==> src/rtl/vga_pkg.sv <==
// rtl/vga_pkg.sv - shared grid constants, fill state and rectangle command types
package vga_pkg;
    localparam int GRID_W = 64;
    localparam int GRID_H = 64;
    localparam int ADDR_W = 12;
    localparam int PIX_W  = 12;

    typedef enum logic [1:0] {
        IDLE,
        FILL,
        DONE
    } fill_state_e;

    typedef struct packed {
        logic [5:0]       x;
        logic [5:0]       y;
        logic [6:0]       w;
        logic [6:0]       h;
        logic [PIX_W-1:0] color;
    } rect_cmd_t;
endpackage

==> src/rtl/rect_clip.sv <==
// rtl/rect_clip.sv - clips a rectangle against the grid; combinational
module rect_clip #(
    parameter int GRID_W = 64,
    parameter int GRID_H = 64
) (
    input  logic [5:0] x,
    input  logic [5:0] y,
    input  logic [6:0] w,
    input  logic [6:0] h,
    output logic [6:0] cw,
    output logic [6:0] ch,
    output logic       empty
);
    logic [6:0] room_x;
    logic [6:0] room_y;

    always_comb begin
        room_x = 7'(GRID_W) - {1'b0, x};
        room_y = 7'(GRID_H) - {1'b0, y};
        cw     = (w < room_x) ? w : room_x;
        ch     = (h < room_y) ? h : room_y;
        empty  = (cw == 7'd0) || (ch == 7'd0);
    end
endmodule

==> src/rtl/rect_fill_engine.sv <==
// rtl/rect_fill_engine.sv - rectangle fill into the tile memory, one pixel per cycle
module rect_fill_engine #(
    parameter int GRID_W     = vga_pkg::GRID_W,
    parameter int GRID_H     = vga_pkg::GRID_H,
    parameter int GATE_BLANK = 1
) (
    input  logic                       pclk,
    input  logic                       rst_n,
    input  logic                       blank,
    input  logic                       cmd_valid,
    output logic                       cmd_ready,
    input  logic [5:0]                 cmd_x,
    input  logic [5:0]                 cmd_y,
    input  logic [6:0]                 cmd_w,
    input  logic [6:0]                 cmd_h,
    input  logic [vga_pkg::PIX_W-1:0]  cmd_color,
    output logic                       mem_we,
    output logic [vga_pkg::ADDR_W-1:0] mem_addr,
    output logic [vga_pkg::PIX_W-1:0]  mem_din,
    output logic                       busy,
    output logic                       done
);
    import vga_pkg::*;

    fill_state_e      state_q, state_d;
    logic [5:0]       cx_q, cx_d, cy_q, cy_d;
    logic [5:0]       x0_q, x0_d, ex_q, ex_d, ey_q, ey_d;
    logic [PIX_W-1:0] color_q, color_d;
    logic             cmd_ready_q, cmd_ready_d;
    rect_cmd_t        cmd_in;
    logic [6:0]       cw, ch;
    logic             empty;
    logic             pix_en;

    assign cmd_in = '{cmd_x, cmd_y, cmd_w, cmd_h, cmd_color};

    rect_clip #(.GRID_W(GRID_W), .GRID_H(GRID_H)) u_clip (
        .x     (cmd_in.x),
        .y     (cmd_in.y),
        .w     (cmd_in.w),
        .h     (cmd_in.h),
        .cw    (cw),
        .ch    (ch),
        .empty (empty)
    );

    assign pix_en = (GATE_BLANK == 0) || blank;

    always_comb begin
        state_d = state_q;
        cx_d    = cx_q;
        cy_d    = cy_q;
        x0_d    = x0_q;
        ex_d    = ex_q;
        ey_d    = ey_q;
        color_d = color_q;
        mem_we  = 1'b0;
        case (state_q)
            IDLE: begin
                if (cmd_valid && cmd_ready_q) begin
                    // Store the inclusive end corner so the scan only needs equality compares
                    cx_d    = cmd_in.x;
                    cy_d    = cmd_in.y;
                    x0_d    = cmd_in.x;
                    ex_d    = 6'({1'b0, cmd_in.x} + cw - 7'd1);
                    ey_d    = 6'({1'b0, cmd_in.y} + ch - 7'd1);
                    color_d = cmd_in.color;
                    state_d = empty ? DONE : FILL;
                end
            end
            FILL: begin
                if (pix_en) begin
                    mem_we = 1'b1;
                    if (cx_q == ex_q) begin
                        cx_d = x0_q;
                        if (cy_q == ey_q) begin
                            state_d = DONE;
                        end else begin
                            cy_d = cy_q + 6'd1;
                        end
                    end else begin
                        cx_d = cx_q + 6'd1;
                    end
                end
            end
            DONE:    state_d = IDLE;
            default: state_d = IDLE;
        endcase
        cmd_ready_d = (state_d == IDLE);
    end

    always_ff @(posedge pclk or negedge rst_n) begin
        if (!rst_n) begin
            state_q     <= IDLE;
            cx_q        <= '0;
            cy_q        <= '0;
            x0_q        <= '0;
            ex_q        <= '0;
            ey_q        <= '0;
            color_q     <= '0;
            cmd_ready_q <= 1'b0;
        end else begin
            state_q     <= state_d;
            cx_q        <= cx_d;
            cy_q        <= cy_d;
            x0_q        <= x0_d;
            ex_q        <= ex_d;
            ey_q        <= ey_d;
            color_q     <= color_d;
            cmd_ready_q <= cmd_ready_d;
        end
    end

    assign cmd_ready = cmd_ready_q;
    assign mem_addr  = {cy_q, cx_q};
    assign mem_din   = color_q;
    assign busy      = (state_q != IDLE);
    assign done      = (state_q == DONE);
endmodule

==> config.mk <==
export PLATFORM = sky130hd
export DESIGN_NAME = rect_fill_engine
export DESIGN_NICKNAME = d
export VERILOG_FILES = /design/src/rtl/vga_pkg.sv /design/src/rtl/rect_clip.sv /design/src/rtl/rect_fill_engine.sv
export SDC_FILE = /design/constraint.sdc
export NUM_CORES = 1
export LEC_CHECK = 0
export ABC_AREA = 1
export CORE_MARGIN = 8
export CORE_UTILIZATION = 55
export CTS_BUF_LIST = sky130_fd_sc_hd__clkbuf_4 sky130_fd_sc_hd__clkbuf_8
export DETAILED_ROUTE_END_ITERATION = 6
export GPL_TIMING_DRIVEN = 0
export PLACE_DENSITY = 0.95
export SYNTH_ARGS = -nofsm -noshare
export SYNTH_HDL_FRONTEND = slang
export SYNTH_SLANG_ARGS = --single-unit
==> constraint.sdc <==
create_clock -name pclk -period 4.82 [get_ports pclk]
set_clock_uncertainty 0.2 [all_clocks]
set_input_delay 0.964 -clock pclk [delete_from_list [all_inputs] [get_ports pclk]]
set_output_delay 0.964 -clock pclk [all_outputs]
set_load 0.02 [all_outputs]
==> results of run 1 <==
-- repair_timing --
action	in CTS	in global routing
setup buffers	4	0
setup endpoints to repair	2	2
hold endpoints to repair	0	0
pin swaps	2	3
gates resized for setup	10	9
-- cells by family (layout without fill, tap and decap cells) --
group                    count (synthesis)  in the layout  share of synthesized area, %
AO/OA/AOI/OAI                           69             69                         10.56
XOR/XNOR                                22             22                         5.514
adder cells (fa/ha/maj)                 34             34                         12.60
buffers and inverters                   74            156                         7.984
flip-flops                              45             45                         32.22
AND/OR/NAND/NOR                        229            229                         31.11
-- state kept, by name, indices dropped and copies added, names as in the netlist --
register   cells
ex_q           6
cy_q           6
state_q        2
cx_q           6
x0_q           6
mem_din       12
ey_q           6
cmd_ready      1
-- worst min-delay path, stage by stage (launching register included) --
cell	delay (ns)
dfrtp_1	0.35
nand2_1	0.05
o21ai_0	0.06
-- worst paths after layout --
check / from / to / slack [ns] / cells past startpoint
worst max-delay path: cmd_y[2] / ey_q[5] / 0.24 / 22
worst min-delay path: x0_q[4] / x0_q[4] / 0.29 / 2
worst max register to register: state_q[1] / cy_q[3] / 2.56 / 10
worst min register to register: x0_q[4] / x0_q[4] / 0.29 / 2
max in group asynchronous: rst_n / ex_q[1] / 3.51 / 2
min in group asynchronous: rst_n / x0_q[0] / 0.42 / 1
-- cells in the final DEF (no fill, tap or decap), types with 9 or more instances in the layout --
master / instances
inv_1: 55
dfrtp_1: 45
nand2_1: 138
nand2_2: 13
o21ai_0: 35
nor2_1: 28
nand3_1: 15
clkdlybuf4s50_1: 62
ha_1: 30
clkbuf_1: 9
xor2_1: 15
a21oi_1: 19
-- metal layers --
metal	track usage, %	routed length, um
met1	22.41	3532
met2	39.09	4901
met3	3.666	718
met4	9.603	324
met5	0	0
-- area by class of cell --
cell class,count,area (um^2)
Multi-Input combinational cell,354,2133
Fill cell,480,1740
Sequential cell,45,1126
Timing Repair Buffer,74,750.7
Inverter,64,240.2
Tap cell,77,96.34
Clock buffer,6,76.32
Clock inverter,2,38.79
Buffer,10,38.79
-- stage by stage --
| stage | setup TNS (ns) | setup slack (ns) | power, mW | util, % | cell area (um^2) |
|---|---|---|---|---|---|
| CTS | 0 | 0.003645 | 2.133 | 71.53 | 4464 |
| detailed placement | -2.073 | -0.7096 | 1.818 | 68.97 | 4304 |
| finish | 0 | 0.2363 | 2.149 | 72.11 | 4501 |
| global placement | -1.314 | -0.5701 | 1.748 | 68.60 | 4282 |
| floorplan | 0 | 0.2718 | 1.369 | - | 3495 |
| global route | -0.006682 | -0.006109 | 2.290 | 72.11 | 4501 |
-- synthesized netlist by cell type --
library cell / instances / area share [%]
a21oi_1: 21 / 3.0
a22oi_1: 3 / 0.64
buf_2: 1 / 0.14
clkbuf_1: 9 / 0.97
clkinv_1: 2 / 0.21
dfrtp_1: 45 / 32
fa_1: 2 / 1.1
ha_1: 32 / 11
inv_1: 58 / 6.2
inv_2: 4 / 0.43
nand2_1: 138 / 15
nand2_2: 13 / 2.3
nand2_4: 3 / 0.97
nand3_1: 15 / 2.1
nand3_2: 7 / 2.0
nand3_4: 2 / 1.0
nand3b_1: 7 / 1.5
nand4_1: 2 / 0.36
nand4_2: 1 / 0.36
nor2_1: 28 / 3.0
nor2_2: 5 / 0.90
nor2_4: 2 / 0.64
nor3_1: 1 / 0.14
nor3b_1: 1 / 0.21
nor4_1: 3 / 0.54
o211ai_1: 2 / 0.43
o21a_1: 2 / 0.43
o21ai_0: 37 / 5.3
o21ai_1: 1 / 0.14
o221ai_1: 1 / 0.25
o22ai_1: 2 / 0.36
or2_2: 1 / 0.18
xnor2_1: 6 / 1.5
xor2_1: 16 / 4.0
-- where the power goes --
part	leakage (nW)	internal (mW)	switching [mW]
clock network	0.0588	0.161	0.133
registers	0.550	0.553	0.161
logic	1.66	0.497	0.644
total	2.27	1.21	0.938
==> flow_summary.ini, run 1 <==
[run_status]
violations = DRC
status = finished with violations

[cts]
cts_htree_levels = 2
tritoncts = yes
clock_sinks = 45
clkTransAtPathRegs_ns = 0.08
cts_hold_buffers = 0
cts_root_buf = clkbuf_8
clock_path_buffers = 2
clk_latency_ns = 0.31
cts_buffers = 5

[floorplan]
initial_core_util_pct = 55.99
die_x_um = 95.71
core_um2 = 6241
dieArea_um2 = 9160
dieHeight_um = 95.71
row_count = 29
io_pins = 70

[drt]
ant_nets = 0
dr.pass1.iters = 7
wl_per_cell_um = 15.00
drt_wl_total_mm = 9.477
drc = 1
drt_iter0_markers = 198
via_per_inst = 5.533
dr_total_vias = 3497

[setup_path]
worstSetupPathType = in -> reg
path_max_fanout = 8
required_ns = 4.83
cp.arrival_ns = 4.59
crit_top_cell = nand2_1
crit_family = adder cells
cp_num_buf_inv = 3
critPathMaxStageDelay_ns = 0.48
startpoint_type = input pin
critPathSlowestCell = clkdlybuf4s50_1
end_kind = flop
crit_path_cell_trace = clkdlybuf4s50_1, nor2_2, nand2_1, nor2_1, xor2_1, ha_1, nand2_1, nor2_4, nand3_4, nand2_4, nand2_1, nand2_1, ha_1, inv_1, ha_1, inv_1, fa_2, o21ai_2, a21oi_1, xor2_1, xor2_1, o21ai_0

[placed_design]
hpwl_mm = 7.337
port_buffers = 69
gp_congestion = 0.8745
placed_cells = 620

[layout]
final_cells = 632
antenna-diode-count = 0
area_growth_pct = 28.79
drive_above_1_share_pct = 11.35
layout.nets = 630

[synth]
ys_seq_area_share_pct = 32.22
netlist_area_um2 = 3495
synth.avg_cell_area_um2 = 7.388
ys_types = 34
yosys_warnings = 0
syn_nets = 549
ys_ff_latch = 45
syn_inst = 473

[timing]
relSlewSlack_pct = 66.15
fmax_ghz = 0.2182
hold_viol = 0
final.period_utilization_pct = 95.10
worst_slew_pin_slew_ns = 0.5077
fin_crit_ns = 4.584
drv_slew = 0
hold_ws_ns = 0.2919
setup_viol = 0

[min_path]
holdCritPathClass = reg -> reg

[grt]
grt_max_degree = 27
first_global_vias = 3534
antenna_found_initial = 0
track_usage_pct = 20.95
grt_pass1_wl_mm = 15.44
overflow = 0

[flow_run]
drv_cap = 0

[power]
power_per_cell_area_nw_per_um2 = 477.5
p_leak_nw = 2.271
irDropWorstVdd_uv = 386.7
Power figures use the tool's default switching activity.
==> inputs of run 2 (changes only) <==
--- a/config.mk
+++ b/config.mk
@@ -8,7 +8,7 @@
 export ABC_AREA = 1
 export CORE_MARGIN = 8
 export CORE_UTILIZATION = 55
-export CTS_BUF_LIST = sky130_fd_sc_hd__clkbuf_4 sky130_fd_sc_hd__clkbuf_8
+export CTS_CLUSTER_DIAMETER = 40
 export DETAILED_ROUTE_END_ITERATION = 6
 export GPL_TIMING_DRIVEN = 0
 export PLACE_DENSITY = 0.95
==> run 2 against run 1 <==
  * The flow now finishes without violations
  * Non-clock buffer count stayed put
  * Total power decreased by 0.65%
  * First-iteration DRC count decreased by 3.0%
  * Die area did not move
  * Critical path depth did not move
  * Final cell count unchanged
  * Utilization fell by 0.060 points
  * Sequential power barely moved
  * Sequential cell count did not move
  * Sequential share of layout area barely moved
  * Register-to-register slack worse by 0.02 ns
  * Clock power is 3% lower
==> flow_summary.ini, run 2 (synthesis gave the netlist of run 1 again) <==
[drt]
via_per_inst = 5.456
ant_nets = 0
wl_per_cell_um = 14.86
dr.pass1.iters = 4
drt_wl_total_mm = 9.392
dr_total_vias = 3448
drc = 0
drt_iter0_markers = 192

[grt]
track_usage_pct = 20.82
first_global_vias = 3511
grt_max_degree = 27
overflow = 0
grt_pass1_wl_mm = 15.39
antenna_found_initial = 0

[power]
power_frac_comb_pct = 53.1
p_clk_share_pct = 13.4
internal_power_mw = 1.205
p_leak_nw = 2.267
switching_share_pct = 43.56
irDropWorstVdd_uv = 399.9
power_switching_uw = 930.1
pwr-share-seq_pct = 33.5
power_per_cell_area_nw_per_um2 = 474.8

[cts]
clock_path_buffers = 2
cts_htree_levels = 2
clkTransAtPathRegs_ns = 0.09
clk_latency_ns = 0.30
clock_sinks = 45
cts_root_buf = clkbuf_8
cts_buffers = 5
tritoncts = yes

[timing]
setup_viol = 0
relSlewSlack_pct = 66.14
hold_viol = 0
setup_slack_ns = 0.2332
final.period_utilization_pct = 95.16
worst_slew_pin_slew_ns = 0.5079
fmax_ghz = 0.2180
fin_crit_ns = 4.587
drv_slew = 0

[placed_design]
dp_worst_setup_slack_ns = -0.7096
hpwl_mm = 7.337
placed_cells = 620
gp_congestion = 0.8745
port_buffers = 69

[min_path]
hold_path_depth = 2
hp-start = mem_din[6]
holdCritPathClass = reg -> reg
hold_end = mem_din[6]

[floorplan]
io_pins = 70
row_count = 29
initial_core_util_pct = 55.99
dieArea_um2 = 9160
core_um2 = 6241
die_x_um = 95.71
dieHeight_um = 95.71

[setup_path]
startpoint_type = input pin
r2r-end = cy_q[2]
crit_top_cell = nand2_1
crit_start = cmd_y[2]
worstSetupPathType = in -> reg
cp.arrival_ns = 4.60
required_ns = 4.83
end_kind = flop
crit_family = adder cells
crit_path_cell_trace = clkdlybuf4s50_1, nor2_2, nand2_1, nor2_1, xor2_1, ha_1, nand2_1, nor2_4, nand3_4, nand2_4, nand2_1, nand2_1, ha_1, inv_1, ha_1, inv_1, fa_2, o21ai_2, a21oi_1, xor2_1, xor2_1, o21ai_0
r2r_setup_slack_ns = 2.54
cp_num_buf_inv = 3
worst-r2r-cell-count = 10
path_max_fanout = 8
critPathSlowestCell = clkdlybuf4s50_1
r2r-start = state_q[1]
critPathMaxStageDelay_ns = 0.48

[layout]
layout_common_cells = nand2_1 (138), clkdlybuf4s50_1 (62), inv_1 (55)
largest_reg_flops = 12
final_cells = 632
final_common_cell = nand2_1
area_growth_pct = 28.68
antenna-diode-count = 0
layout.nets = 630
fillCellCount = 486
drive_above_1_share_pct = 11.17

[flow_run]
drv_cap = 0

[run_status]
status = finished clean
-- run 2: cell count changes in the layout (fill, tap and decap cells not counted) --
cell | before | now
clkbuf_1 | 9 | 10
clkbuf_4 | 1 | 0
-- run 2: metal layers --
| layer | wire (um) | vias to the layer above | part of all wire [%] | GRT usage, % |
|---|---|---|---|---|
| met5 | 0 | - | 0 | 0 |
| met4 | 214 | 0 | 2.3 | 7.554 |
| met3 | 764 | 20 | 8.1 | 4.212 |
| met2 | 4919 | 156 | 52 | 39.43 |
| met1 | 3493 | 1599 | 37 | 22.18 |
| li1 | - | 1673 | - | - |
-- run 2: worst max-delay path by stage --
stage,slack [ns],to,cells after the start
final,0.23,ey_q[5],22
after global routing,-0.008,ey_q[5],22
after CTS,0.0006,ex_q[5],21
after detailed placement,-0.71,ex_q[5],20
after global placement,-0.57,ex_q[5],20
after floorplan,0.27,ex_q[5],19
-- run 2: area by class of cell --
cell class	count	area, um^2	share of cell area [%]
inverter	64	240.2	5.342
clock inverter	2	38.79	0.8625
sequential	45	1126	25.04
timing repair buffer	74	750.7	16.69
clock buffer	6	72.57	1.614
buffer	10	38.79	0.8625
tap	77	96.34	2.142
multi-input combinational	354	2133	47.44
-- run 2: worst min-delay path: cells and delay by family, from the launching register on --
kind,cells,cell delay [ns]
DFF,1,0.35
and+or+nand+nor,2,0.11
-- run 2: power groups by stage --
| stage | registers [mW] | logic [mW] | clock network, mW |
|---|---|---|---|
| 2_1_floorplan | 0.800 | 0.569 | 0 |
| 3_3_place_gp | 0.703 | 1.04 | 0 |
| 3_5_place_dp | 0.711 | 1.11 | 0 |
| 4_1_cts | 0.708 | 1.13 | 0.289 |
| 5_1_grt | 0.737 | 1.24 | 0.305 |
| 6_report | 0.716 | 1.13 | 0.286 |
-- run 2: what timing repair did --
item / in CTS / in global routing
hold buffers: 0 / 0
gates resized for setup: 10 / 9
pin swaps: 2 / 3
endpoints found under the setup margin: 2 / 2
setup buffers: 4 / 0
-- run 2: through the flow --
stage | hold WS [ns] | power, mW | utilization [%] | TNS [ns] | area (um^2)
2_1_floorplan | 0.2479 | 1.369 | - | 0 | 3495
3_3_place_gp | 0.2609 | 1.748 | 68.60 | -1.314 | 4282
3_5_place_dp | 0.2709 | 1.818 | 68.97 | -2.073 | 4304
4_1_cts | 0.2899 | 2.124 | 71.47 | 0 | 4461
5_1_grt | 0.3082 | 2.282 | 72.05 | -0.01062 | 4497
6_report | 0.2910 | 2.135 | 72.05 | 0 | 4497
==> inputs of run 3 (changes only) <==
--- a/config.mk
+++ b/config.mk
@@ -6,6 +6,7 @@
 export NUM_CORES = 1
 export LEC_CHECK = 0
 export ABC_AREA = 1
+export CORE_ASPECT_RATIO = 0.9
 export CORE_MARGIN = 8
 export CORE_UTILIZATION = 55
 export CTS_CLUSTER_DIAMETER = 40
==> run 3 against run 2 <==
  * Die area barely moved
  * Non-clock buffer count rose by 11
  * Count of clock-buffer cells in the layout rose by 1
  * Setup slack got worse by 0.14 ns
  * First-iteration DRC count grew 120%
  * Clock power decreased by 11%
  * Via count increased by 6.4%
  * Sequential power increased by 1%
  * Global-route usage rose by 0.85 points
  * Cell area grew 2.5%
  * Final cell count rose by 3.5%
  * Largest cell class unchanged
==> flow_summary.ini, run 3 (synthesis gave the netlist of run 1 again) <==
[cts]
clk_latency_ns = 0.30
tritoncts = yes
clock_sinks = 45
cts_root_buf = clkbuf_8
cts_buffers = 5
clock_path_buffers = 2
cts_htree_levels = 2
cts_hold_buffers = 0
clkTransAtPathRegs_ns = 0.08

[timing]
hold_viol = 0
drv_slew = 0
tns_ns = 0
final.period_utilization_pct = 98.05
worst_slew_pin_slew_ns = 0.5480
setup_viol = 0
hold_ws_ns = 0.2872
relSlewSlack_pct = 63.47
fin_crit_ns = 4.726
fmax_ghz = 0.2116

[grt]
overflow = 0
grt_max_degree = 33
track_usage_pct = 21.68
antenna_found_initial = 0
grt_pass1_wl_mm = 16.35
first_global_vias = 3626

[floorplan]
core_um2 = 6148
dieArea_um2 = 9164
io_pins = 70
die_x_um = 100.0
dieHeight_um = 91.62
row_count = 27
initial_core_util_pct = 56.84

[flow_run]
drv_cap = 0

[power]
p_leak_nw = 2.348
irDropWorstVdd_uv = 201.9
power_per_cell_area_nw_per_um2 = 467.8
p_total_mw = 2.156

[placed_design]
gp_congestion = 0.9358
port_buffers = 69
placed_cells = 630
hpwl_mm = 7.747
placed_area_um2 = 4309

[layout]
layout_common_cells = nand2_1 (138), clkdlybuf4s50_1 (60), inv_1 (54)
final_common_cell = nand2_1
layout.nets = 641
final_area_um2 = 4608
fillCellCount = 411
largest_reg_flops = 12
drive_above_1_share_pct = 13.60
area_growth_pct = 31.87
final_cells = 654

[drt]
top_layer_used = met4
route.met3.wl_um = 887
drt_iter0_markers = 431
dr_total_vias = 3667
drt_wl_total_mm = 10.63
drc = 0
wl_per_cell_um = 16.25
ant_nets = 0
wl_met2_mm = 5.267
dr.pass1.iters = 5
via_per_inst = 5.607
drt-met1-wl_mm = 4.162

[setup_path]
cp.arrival_ns = 4.69
path_max_fanout = 8
end_kind = flop
required_ns = 4.78
startpoint_type = input pin
worstSetupPathType = in -> reg

[min_path]
holdCritPathClass = reg -> reg

[run_status]
status = finished clean
[run 3: final cells by class]
type,count,area (um^2),share of cell area (%)
timing repair buffer,85,838.3,18.19
multi-input combinational,354,2152,46.70
clock inverter,1,5.005,0.1086
antenna,1,2.502,0.05430
sequential,45,1126,24.44
inverter,64,240.2,5.213
clock buffer,7,96.34,2.091
buffer,10,38.79,0.8417
tap,87,108.9,2.362
[run 3: path summary, 6_finish.rpt]
path | from | end | slack (ns) | cells after the start
worst max-delay path | cmd_x[4] | ex_q[5] | 0.09 | 20
max in group asynchronous | rst_n | cx_q[0] | 3.61 | 2
worst max register to register | state_q[1] | cy_q[3] | 2.45 | 10
worst min-delay path | mem_din[0] | mem_din[0] | 0.29 | 2
min in group asynchronous | rst_n | mem_din[9] | 0.34 | 1
worst min register to register | mem_din[0] | mem_din[0] | 0.29 | 2
[run 3: stage by stage]
step | utilization, % | worst slack [ns]
finish | 74.95 | 0.09409
global route | 74.91 | -0.09265
CTS | 72.95 | 0.005105
detailed placement | 70.09 | -0.7003
global placement | 69.84 | -0.5459
floorplan | - | 0.2718
[run 3: report_power, final]
| part | switching, mW | internal, mW | leakage (nW) |
|---|---|---|---|
| Combinational | 0.668 | 0.507 | 1.74 |
| Clock | 0.125 | 0.130 | 0.0542 |
| Sequential | 0.173 | 0.553 | 0.550 |
| Total | 0.966 | 1.19 | 2.35 |
[run 3: what timing repair did]
item	in CTS	in global routing
setup endpoints to repair	2	2
pin swaps	2	6
buffers inserted	6	9
gates resized for setup	8	17
[run 3: worst max-delay path: stages]
cell and delay (ns):
clkdlybuf4s50_1 0.51, inv_2 0.12, nand4_2 0.11, or2_2 0.34, ha_4 0.30, nand2_1 0.08, nor2_4 0.13, nand3_4 0.13
nand3b_1 0.15, nand2_2 0.08, ha_1 0.26, inv_1 0.06, ha_1 0.16, inv_1 0.06, fa_1 0.40, o21ai_0 0.22
a21oi_1 0.12, xor2_1 0.20, xor2_1 0.20, o21ai_1 0.11
[run 3: routing by layer]
| metal | global-route usage (%) | up-vias |
|---|---|---|
| li1 | - | 1700 |
| met1 | 24.89 | 1736 |
| met2 | 38.42 | 191 |
| met3 | 4.607 | 40 |
| met4 | 8.302 | 0 |
| met5 | 0 | - |
